==> src/rtl/fxp_addsub_arb_pkg.sv <==
// Shared types and constants for the fxp_addsub arbitration wrapper.
package fxp_addsub_arb_pkg;

  typedef enum logic [1:0] {
    IDLE = 2'd0,
    EXEC = 2'd1,
    RESP = 2'd2
  } arb_state_e;

  localparam int                CNT_W   = 8;
  localparam logic [CNT_W-1:0]  CNT_MAX = '1;

endpackage

==> src/rtl/fxp_addsub.sv <==
// Signed fixed-point adder/subtractor: aligns binary points, optionally rounds
// half-up when dropping fraction bits, and saturates to the output format.
module fxp_addsub #(
  parameter int A_width_int       = 8,
  parameter int A_width_frac      = 8,
  parameter int B_width_int       = 8,
  parameter int B_width_frac      = 8,
  parameter int output_width_int  = 8,
  parameter int output_width_frac = 8,
  parameter int ROUND             = 1
) (
  input  logic [A_width_int+A_width_frac-1:0]           in_a,
  input  logic [B_width_int+B_width_frac-1:0]           in_b,
  input  logic                                          sub,
  output logic [output_width_int+output_width_frac-1:0] out,
  output logic                                          overflow
);

  localparam int FI = (A_width_frac > B_width_frac) ? A_width_frac : B_width_frac;
  // Two guard bits: one for the add/sub carry, one for the rounding increment.
  localparam int II = ((A_width_int > B_width_int) ? A_width_int : B_width_int) + 2;
  localparam int SW = II + FI;
  localparam int OW = output_width_int + output_width_frac;
  localparam int RW = II + output_width_frac;

  logic signed [SW-1:0] a_ext, b_ext, sum;
  logic signed [RW-1:0] res;

  assign a_ext = SW'(signed'(in_a)) <<< (FI - A_width_frac);
  assign b_ext = SW'(signed'(in_b)) <<< (FI - B_width_frac);
  assign sum   = sub ? (a_ext - b_ext) : (a_ext + b_ext);

  if (output_width_frac >= FI) begin : g_frac_up
    assign res = RW'(sum) <<< (output_width_frac - FI);
  end else begin : g_frac_down
    localparam int SH   = FI - output_width_frac;
    localparam int HALF = (ROUND != 0) ? (1 << (SH - 1)) : 0;
    logic signed [SW-1:0] biased;
    logic                 unused_low;
    assign biased     = sum + SW'(HALF);
    assign res        = biased[SW-1:SH];
    assign unused_low = ^biased[SH-1:0];
  end

  if (RW > OW) begin : g_sat
    logic [RW-OW:0] top;
    assign top      = res[RW-1:OW-1];
    assign overflow = !((&top) || !(|top));
    assign out      = !overflow ? res[OW-1:0]
                    : (res[RW-1] ? {1'b1, {(OW-1){1'b0}}} : {1'b0, {(OW-1){1'b1}}});
  end else begin : g_fit
    assign overflow = 1'b0;
    assign out      = OW'(res);
  end

endmodule

==> src/rtl/fxp_rr_arbiter.sv <==
// Combinational round-robin picker: first asserted request at or after ptr, wrapping.
module fxp_rr_arbiter #(
  parameter int N  = 4,
  parameter int IW = 2
) (
  input  logic [N-1:0]  req,
  input  logic [IW-1:0] ptr,
  input  logic          enable,
  output logic [N-1:0]  grant,
  output logic [IW-1:0] grant_idx
);

  int   idx;
  logic found;

  always_comb begin
    // NOTE: every output gets a default before the search so no path leaves it unassigned (no latch).
    grant     = '0;
    grant_idx = '0;
    found     = 1'b0;
    idx       = 0;
    if (enable) begin
      for (int k = 0; k < N; k++) begin
        idx = (int'(ptr) + k) % N;
        if (!found && req[idx]) begin
          found      = 1'b1;
          grant[idx] = 1'b1;
          grant_idx  = IW'(idx);
        end
      end
    end
  end

endmodule

==> src/rtl/fxp_addsub_arb.sv <==
// Shares one fxp_addsub among NUM_REQ valid/ready requesters; one operation in
// flight, result held with the requester ID until the consumer accepts it.
module fxp_addsub_arb
  import fxp_addsub_arb_pkg::*;
#(
  parameter int NUM_REQ           = 4,
  parameter int ID_W              = 2,
  parameter int A_width_int       = 8,
  parameter int A_width_frac      = 8,
  parameter int B_width_int       = 8,
  parameter int B_width_frac      = 8,
  parameter int output_width_int  = 8,
  parameter int output_width_frac = 8,
  parameter int ROUND             = 1
) (
  input  logic                                                  clk,
  input  logic                                                  rstn,
  input  logic [NUM_REQ-1:0]                                    req_valid,
  output logic [NUM_REQ-1:0]                                    req_ready,
  input  logic [NUM_REQ*(A_width_int+A_width_frac)-1:0]         req_ina,
  input  logic [NUM_REQ*(B_width_int+B_width_frac)-1:0]         req_inb,
  input  logic [NUM_REQ-1:0]                                    req_sub,
  output logic                                                  rsp_valid,
  input  logic                                                  rsp_ready,
  output logic [ID_W-1:0]                                       rsp_id,
  output logic [output_width_int+output_width_frac-1:0]         rsp_data,
  output logic                                                  rsp_overflow,
  output logic [CNT_W-1:0]                                      ovf_count,
  input  logic                                                  clr_count
);

  localparam int AW = A_width_int + A_width_frac;
  localparam int BW = B_width_int + B_width_frac;
  localparam int OW = output_width_int + output_width_frac;

  arb_state_e          state, state_nxt;
  logic [ID_W-1:0]     rr_ptr, op_id, grant_idx;
  logic [AW-1:0]       op_a;
  logic [BW-1:0]       op_b;
  logic                op_sub;
  logic [NUM_REQ-1:0]  grant;
  logic                arb_en, xfer;
  logic [OW-1:0]       sum;
  logic                sum_ovf;

  fxp_rr_arbiter #(.N(NUM_REQ), .IW(ID_W)) u_arb (
    .req       (req_valid),
    .ptr       (rr_ptr),
    .enable    (arb_en),
    .grant     (grant),
    .grant_idx (grant_idx)
  );

  fxp_addsub #(
    .A_width_int       (A_width_int),
    .A_width_frac      (A_width_frac),
    .B_width_int       (B_width_int),
    .B_width_frac      (B_width_frac),
    .output_width_int  (output_width_int),
    .output_width_frac (output_width_frac),
    .ROUND             (ROUND)
  ) u_addsub (
    .in_a     (op_a),
    .in_b     (op_b),
    .sub      (op_sub),
    .out      (sum),
    .overflow (sum_ovf)
  );

  assign req_ready = grant;
  assign xfer      = |(req_valid & grant);

  // NOTE: sequential state uses non-blocking assignments so every flop samples pre-edge values.
  always_ff @(posedge clk or negedge rstn) begin
    if (!rstn) state <= IDLE;
    else       state <= state_nxt;
  end

  always_comb begin
    state_nxt = state;
    // Gated by rstn so req_ready is also held low while reset is asserted.
    arb_en    = 1'b0;
    case (state)
      IDLE: begin
        arb_en = rstn;
        if (xfer) state_nxt = EXEC;
      end
      EXEC:    state_nxt = RESP;
      RESP:    if (rsp_ready) state_nxt = IDLE;
      default: state_nxt = IDLE;
    endcase
  end

  // NOTE: operand registers are reset too, so the adder never sees X after reset.
  always_ff @(posedge clk or negedge rstn) begin
    if (!rstn) begin
      rr_ptr       <= '0;
      op_a         <= '0;
      op_b         <= '0;
      op_sub       <= 1'b0;
      op_id        <= '0;
      rsp_valid    <= 1'b0;
      rsp_id       <= '0;
      rsp_data     <= '0;
      rsp_overflow <= 1'b0;
    end else begin
      case (state)
        IDLE: if (xfer) begin
          op_a   <= req_ina[grant_idx*AW +: AW];
          op_b   <= req_inb[grant_idx*BW +: BW];
          op_sub <= req_sub[grant_idx];
          op_id  <= grant_idx;
          rr_ptr <= (grant_idx == ID_W'(NUM_REQ - 1)) ? '0 : grant_idx + 1'b1;
        end
        EXEC: begin
          rsp_data     <= sum;
          rsp_overflow <= sum_ovf;
          rsp_id       <= op_id;
          rsp_valid    <= 1'b1;
        end
        RESP:    if (rsp_ready) rsp_valid <= 1'b0;
        default: ;
      endcase
    end
  end

  always_ff @(posedge clk or negedge rstn) begin
    if (!rstn)
      ovf_count <= '0;
    else if (clr_count)
      ovf_count <= '0;
    else if (rsp_valid && rsp_ready && rsp_overflow && ovf_count != CNT_MAX)
      ovf_count <= ovf_count + 1'b1;
  end

endmodule

==> config.mk <==
export PLATFORM = sky130hd
export DESIGN_NAME = fxp_addsub_arb
export DESIGN_NICKNAME = d
export VERILOG_FILES = /design/src/rtl/fxp_addsub_arb_pkg.sv /design/src/rtl/fxp_addsub.sv /design/src/rtl/fxp_rr_arbiter.sv /design/src/rtl/fxp_addsub_arb.sv
export SDC_FILE = /design/constraint.sdc
export NUM_CORES = 1
export LEC_CHECK = 0
export CORE_MARGIN = 4
export CORE_UTILIZATION = 47
export DETAILED_ROUTE_END_ITERATION = 10
export PLACE_DENSITY = 0.8
export SKIP_LAST_GASP = 1
export SLEW_MARGIN = 20
export SYNTH_ARGS = -nofsm -noshare
export SYNTH_HDL_FRONTEND = slang
export SYNTH_SLANG_ARGS = --single-unit
==> constraint.sdc <==
create_clock -name clk -period 4.4 [get_ports clk]
set_input_delay 0.88 -clock clk [delete_from_list [all_inputs] [get_ports clk]]
set_output_delay 0.88 -clock clk [all_outputs]
set_load 0.01 [all_outputs]
Yosys cells after proc, flatten, opt, wreduce, memory -nomap -nowiden. Index checks and enable logic that the tools add are counted.

Multiply operators: 0. Div/mod/pow operators: 0. Reduce and logical (&&, ||, !) cells: 28. Add/sub/neg operators: 7. Magnitude comparators: 9. Multiplexer cells: 52. Equality and inequality tests: 6. Shift operators: 2. Bitwise logic cells: 7.

Operators by type and width (number): $shiftx A64 B7 Y16 (2); $mux W16 (2); $mux W4 (8); $mux W1 (20); $mux W18 (1); $add A16 B16 Y17 (1); $sub A16 B16 Y17 (1); $mux W2 (8); $mux W8 (2); $lt A3 B4 Y1 const B (3); $or A4 B4 Y4 (3); $bmux W1 S2 (5); $logic_and A1 B1 Y1 (10); $ge A3 B1 Y1 const B (3); $add A8 B1 Y8 const B (1); $demux W1 S2 (4); $ne A8 B8 Y1 const B (1); $lt A2 B3 Y1 const B (2); $pmux W2 S3 (1); $reduce_and A2 Y1 (3); $reduce_or A2 Y1 (3); $logic_not A1 Y1 (5); $add A2 B1 Y2 const B (2); $add A2 B2 Y2 const B (2); other kinds (13) (18).

Bits of input ports: 140. Latch bits: 0. Flip-flop bits (word level): 67. ROM bits: 0. Memories: 0. Memory bits (writable): 0.

Depth between registers and ports, before layout.
Depth after elaboration: 21. Mapped depth: 17.

Hierarchy. A second synthesis with hierarchy kept.

Cell total of the unflattened synthesis: 474. Area, all modules: 5465.2 µm².

Modules (own cells, without submodules): fxp_addsub_arb (times used 1, area each 3661.0 µm², cells an instance 225); fxp_addsub (times used 1, area each 1293.7 µm², cells an instance 188); fxp_rr_arbiter (times used 1, area each 510.5 µm², cells an instance 61).

Worst setup path after synthesis. No wires, ideal clock.

Path kind: flip-flop to flip-flop. Start point: register op_b[6]. End point: register rsp_data[3]. Data required time: 4.279 ns. Slack: 0.809 ns. Clock period less this slack: 3.591 ns. Stages on the path, launching flop included: 12. Path buffers: 0. Setup time: 0.121 ns. Data arrival time: 3.470 ns. Cell sequence: dfrtp_1 or4_4 nor4b_1 a31oi_1 xnor2_1 ha_1 a2111o_1 o22ai_1 o21ai_1 or2_1 a21o_1 a22o_1.

Longest elaborated chain between the ends: 6.

Ends and longest elaborated chain: start, declared (RTL line fxp_addsub_arb.sv:39) `logic [BW-1:0] op_b;`; start signal, assigned (RTL line fxp_addsub_arb.sv:110) `op_b <= req_inb[grant_idx*BW +: BW];`; $add A16 B16 Y17 or $sub A16 B16 Y17 (tied branches) (RTL line fxp_addsub.sv:31) `assign sum = sub ? (a_ext - b_ext) : (a_ext + b_ext);`; $mux W18 (*) (RTL line fxp_addsub.sv:31); $reduce_or A3 Y1 (RTL line fxp_addsub.sv:48) `assign overflow = !((&top) || !(|top));`; $logic_not A1 Y1 (RTL line fxp_addsub.sv:48); $logic_or A1 B1 Y1 (RTL line fxp_addsub.sv:48); $mux W16 (*) (RTL line fxp_addsub.sv:49) `assign out = !overflow ? res[OW-1:0]`; end signal, assigned (RTL line fxp_addsub_arb.sv:116) `rsp_data <= sum;`; end, declared (RTL line fxp_addsub_arb.sv:26) `output logic [output_width_int+output_width_frac-1:0] rsp_data,`.

Mark *: on every way between the ends. The rest lies on a longest branch, timed or not. A chain may end at the register's enable or synchronous reset.

Worst setup path in the final report.
Start point: input port req_valid[3]. End point: output port req_ready[3].

Longest elaborated chain between the ends: 16.

Ends and longest elaborated chain: start, declared (RTL line fxp_addsub_arb.sv:18) `input logic [NUM_REQ-1:0] req_valid,`; $bmux W1 S2 (RTL line fxp_rr_arbiter.sv:25) `if (!found && req[idx]) begin`; $mux W1 (implied by the code) (RTL line fxp_rr_arbiter.sv:25); $mux W1 (RTL line fxp_rr_arbiter.sv:25); $mux W1 (RTL line fxp_rr_arbiter.sv:22) `if (enable) begin`; $logic_not A1 Y1 (RTL line fxp_rr_arbiter.sv:25); $logic_and A1 B1 Y1 (RTL line fxp_rr_arbiter.sv:25); $mux W1 (RTL line fxp_rr_arbiter.sv:25); $mux W1 (RTL line fxp_rr_arbiter.sv:22); $logic_not A1 Y1 (RTL line fxp_rr_arbiter.sv:25); $logic_and A1 B1 Y1 (RTL line fxp_rr_arbiter.sv:25); $mux W1 (RTL line fxp_rr_arbiter.sv:25); $mux W1 (RTL line fxp_rr_arbiter.sv:22); $logic_not A1 Y1 (RTL line fxp_rr_arbiter.sv:25); $logic_and A1 B1 Y1 (RTL line fxp_rr_arbiter.sv:25); $mux W4 (*) (RTL line fxp_rr_arbiter.sv:25); $mux W4 (*) (RTL line fxp_rr_arbiter.sv:22); end, declared (RTL line fxp_addsub_arb.sv:19) `output logic [NUM_REQ-1:0] req_ready,`.

Mark *: on every way between the ends. The rest lies on a longest branch, timed or not. The select of a mux whose other input is x is not followed.

==> qor.tcl <==
set qor(outcome) {complete, no violations}
set qor(clk_pin_slew_ps) 50
set qor(period_minus_slack_ps) 4290
set qor(coreArea_um2) 10900
set qor(routabilityCongestion) 0.944
set qor(syn_to_layout_area_delta_pct) 40.5
set qor(instance_count_after_placement_with_tap_cells_included) 838
set qor(ys_seq_area_share_pct) 31.6
set qor(pwr_density_cell_nw_per_um2) 858
set qor(yosys_most_used_dff) {sky130_fd_sc_hd__dfrtp_1}
set qor(ys_ff_latch) 67
set qor(dieArea_um2) 13100
set qor(synthDominantAreaCellType) {sky130_fd_sc_hd__dfrtp_1}
set qor(maxcap_violations) 0
set qor(grt_first_pass_wirelength_mm) 21.9
set qor(syn-instance-count) 548
set qor(category_of_the_most_critical_setup_path) {in -> out}
set qor(dp_hpwl_mm) 10.8
set qor(placement.cell_area_um2) 7140
set qor(num_rows) 38
set qor(cts_sinks) 67
set qor(max_clock_freq_ghz) 0.233
set qor(slew_headroom_pct) 44.2
set qor(n_fill_cell) 855
set qor(worst_path_largest_cell_delay_ps) 570
set qor(remaining_drc_errors) 0
set qor(crit_top_cell) {sky130_fd_sc_hd__clkdlybuf4s50_1}
set qor(post_synth.cell_area_avg_um2) 9.69
set qor(avgViaCountPerCell) 5.54
set qor(async_flop_share_pct) 100
set qor(synthMostInstantiatedCell) {sky130_fd_sc_hd__dfrtp_1}
set qor(nets) 878
set qor(layout.core_utilization_pct) 68.2
set qor(yosys-top-cells-count) {sky130_fd_sc_hd__dfrtp_1 (67), sky130_fd_sc_hd__mux2_2 (54), sky130_fd_sc_hd__nor2_1 (54)}
set qor(final-instance-count-excl-fill) 856
set qor(start_util_pct) 48.6
set qor(drtIter0Drc) 234
set qor(number_of_antenna_violations_at_the_first_check_in_global_routing) 0
set qor(syn_nets) 715
set qor(critical_path.endpoint_type) {output pin}
set qor(grt_usage_pct) 20.4
set qor(detailedRoute.firstPassIterationCount) 6
set qor(vias) 4745
set qor(setup_repair_after_global_routing_missed_its_margin) {false}
set qor(final_cell_area_um2) 7460
set qor(cts_tree) {done}
set qor(synth.cell_area_um2) 5310
set qor(critical_path.slowest_cell) {sky130_fd_sc_hd__mux4_2}
set qor(worstPathRequired_ps) 3520
set qor(power.ir.vdd_worst_mv) 0.497
set qor(insertedDiodeCount) 0
set qor(final.setup_skew_ps) 3.90
set qor(number_of_enable_flip_flop_cells_after_synthesis) 0
set qor(wl_per_cell_um) 16.0
set qor(total_count_of_max_transition_violations_in_the_final_report) 0
set qor(layout-drive-gt1-share_pct) 15.2
set qor(clock_tree.htree_level_count) 3
set qor(total_leakage_power_nw) 3.27
set qor(critPathTopFamily) {buffers and inverters}
set qor(die_height_um) 114
set qor(port_buffers) 171
set qor(final_count_of_negative_setup_slack_endpoints) 0
set qor(number_of_global_route_vias_before_repair) 4822
set qor(postRouteWirelength_mm) 13.7
set qor(cts_made_buffers) 9
set qor(grt_max_degree) 68
set qor(die_x_um) 114
set qor(worst-endpoint-arrival_ps) 3410
set qor(critical_path.max_fanout) 7
set qor(ioPinCount) 172
set qor(cell_types_occupying_the_most_area_after_synthesis) {sky130_fd_sc_hd__dfrtp_1 (32%), sky130_fd_sc_hd__mux2_2 (11%), sky130_fd_sc_hd__mux2i_1 (8.3%), sky130_fd_sc_hd__ha_1 (6.1%), sky130_fd_sc_hd__a21oi_1 (4.6%)}
set qor(netlist.area_leader.share_pct) 31.6
set qor(yosys.cell_types.count) 58
set qor(cts_root_buffer) {sky130_fd_sc_hd__clkbuf_16}
set qor(yosysWarnings) 0
set qor(cts.path.max_buffers) 2
set qor(worst-slew-pin-transition_ps) 836
set qor(antenna_violating_nets_left) 0
set qor(worstHoldPathType) {reg -> reg}
set qor(finalSetupTns_ps) 0
set qor(global_route.overflow_total) 0
set qor(worst_path_bufs_invs) 2
set qor(clock_latency_ps) 330
set qor(final_worst_path_cycle_share_pct) 97.4
set qor(hold_viol) 0
set qor(cell_by_cell_trace_of_the_critical_path) {clkdlybuf4s50_1 -> mux4_2 -> nor2_2 -> and3_2 -> a22oi_1 -> o21ai_0 -> nor2b_2 -> clkdlybuf4s50_1}
set qor(startpoint_type) {input port}
[power by group]
group          leakage (nW)  switching (mW)  internal [mW]
Clock                 0.145           0.254          0.450
Sequential            0.820           0.279          0.897
Combinational          2.31            2.31           2.21
[final cells by class]
class,instances,area [um^2],area share [%]
sequential,67,1680,22.5
multi-input combinational,438,3430,46.0
timing repair buffer,182,1830,24.5
clock inverter,5,52.6,0.704
tap,140,175,2.35
clock buffer,11,243,3.25
inverter,13,48.8,0.654
[tightest hold or removal path, delay by kind of cell, from the launching register on]
kind / cells / cell delay (ps)
AND/OR/NAND/NOR: 1 / 50
AO/OA/AOI/OAI: 1 / 60
flip-flops: 1 / 350
[sequential cells by signal, summed over array words and instances (netlist names)]
name,count
op_a,16
op_b,16
rsp_data,16
ovf_count,8
op_id,2
rr_ptr,2
rsp_id,2
state,2
op_sub,1
rsp_overflow,1
rsp_valid,1
[cell families after synthesis]
logic type,Yosys count,share of synthesized area [%]
AND/OR/NAND/NOR,134,12.1
AO/OA/AOI/OAI,128,15.1
multiplexers,112,24.1
flip-flops,67,31.6
buffers and inverters,43,4.17
XOR/XNOR,37,6.45
adder cells (fa/ha/maj),27,6.50
[placed cells by master (no fill, tap or decap), types with 5 or more instances in the layout]
cell type and instances:
sky130_fd_sc_hd__ha_1 26, sky130_fd_sc_hd__mux2_2 54, sky130_fd_sc_hd__clkdlybuf4s50_1 168, sky130_fd_sc_hd__a22o_1 15, sky130_fd_sc_hd__mux2_4 11, sky130_fd_sc_hd__mux2i_1 44, sky130_fd_sc_hd__clkbuf_16 9, sky130_fd_sc_hd__nand2b_1 6
sky130_fd_sc_hd__xor2_1 12, sky130_fd_sc_hd__a21o_1 5, sky130_fd_sc_hd__a22oi_1 10, sky130_fd_sc_hd__nand2_1 31, sky130_fd_sc_hd__nor2_1 53, sky130_fd_sc_hd__a21oi_1 49, sky130_fd_sc_hd__dfrtp_1 67, sky130_fd_sc_hd__inv_1 13
sky130_fd_sc_hd__nor2b_1 5, sky130_fd_sc_hd__xnor2_1 24, sky130_fd_sc_hd__o21ai_0 21, sky130_fd_sc_hd__buf_4 8, sky130_fd_sc_hd__nor3_1 7
[through the flow]
stage / power, mW / setup slack, ps / hold slack (ps)
3_3_place_gp: 5.51 / 231 / 462
3_5_place_dp: 5.64 / 22.8 / 482
4_1_cts: 6.39 / 12.4 / 497
2_1_floorplan: 4.59 / 809 / 453
6_report: 6.40 / 113 / 493
5_1_grt: 6.95 / 1.71 / 516
[worst paths after layout]
kind / startpoint / end / slack [ps] / cells after the start
max in group asynchronous: rstn / op_a[1] / 3110 / 2
worst max register to register: op_b[4] / rsp_data[14] / 340 / 14
worst min-delay path: rsp_id[1] / rsp_id[1] / 490 / 2
worst max-delay path: req_valid[3] / req_ready[3] / 110 / 8
worst min register to register: rsp_id[1] / rsp_id[1] / 490 / 2
min in group asynchronous: rstn / ovf_count[1] / 750 / 2
[layer usage]
layer  share of wire, %  vias to the layer above  global-route usage [%]
li1                   -                     2302                       -
met1                 41                     2215                    24.5
met2                 50                      194                    36.3
met3                6.2                       34                    3.70
met4                2.5                        0                    7.92
met5                  0                        -                       0
[repair_timing]
item	CTS	global route
endpoints found under the setup margin	0	4
gates resized for setup	0	5
hold buffers	0	0
buffers inserted	0	2
Power figures use the tool's default switching activity.
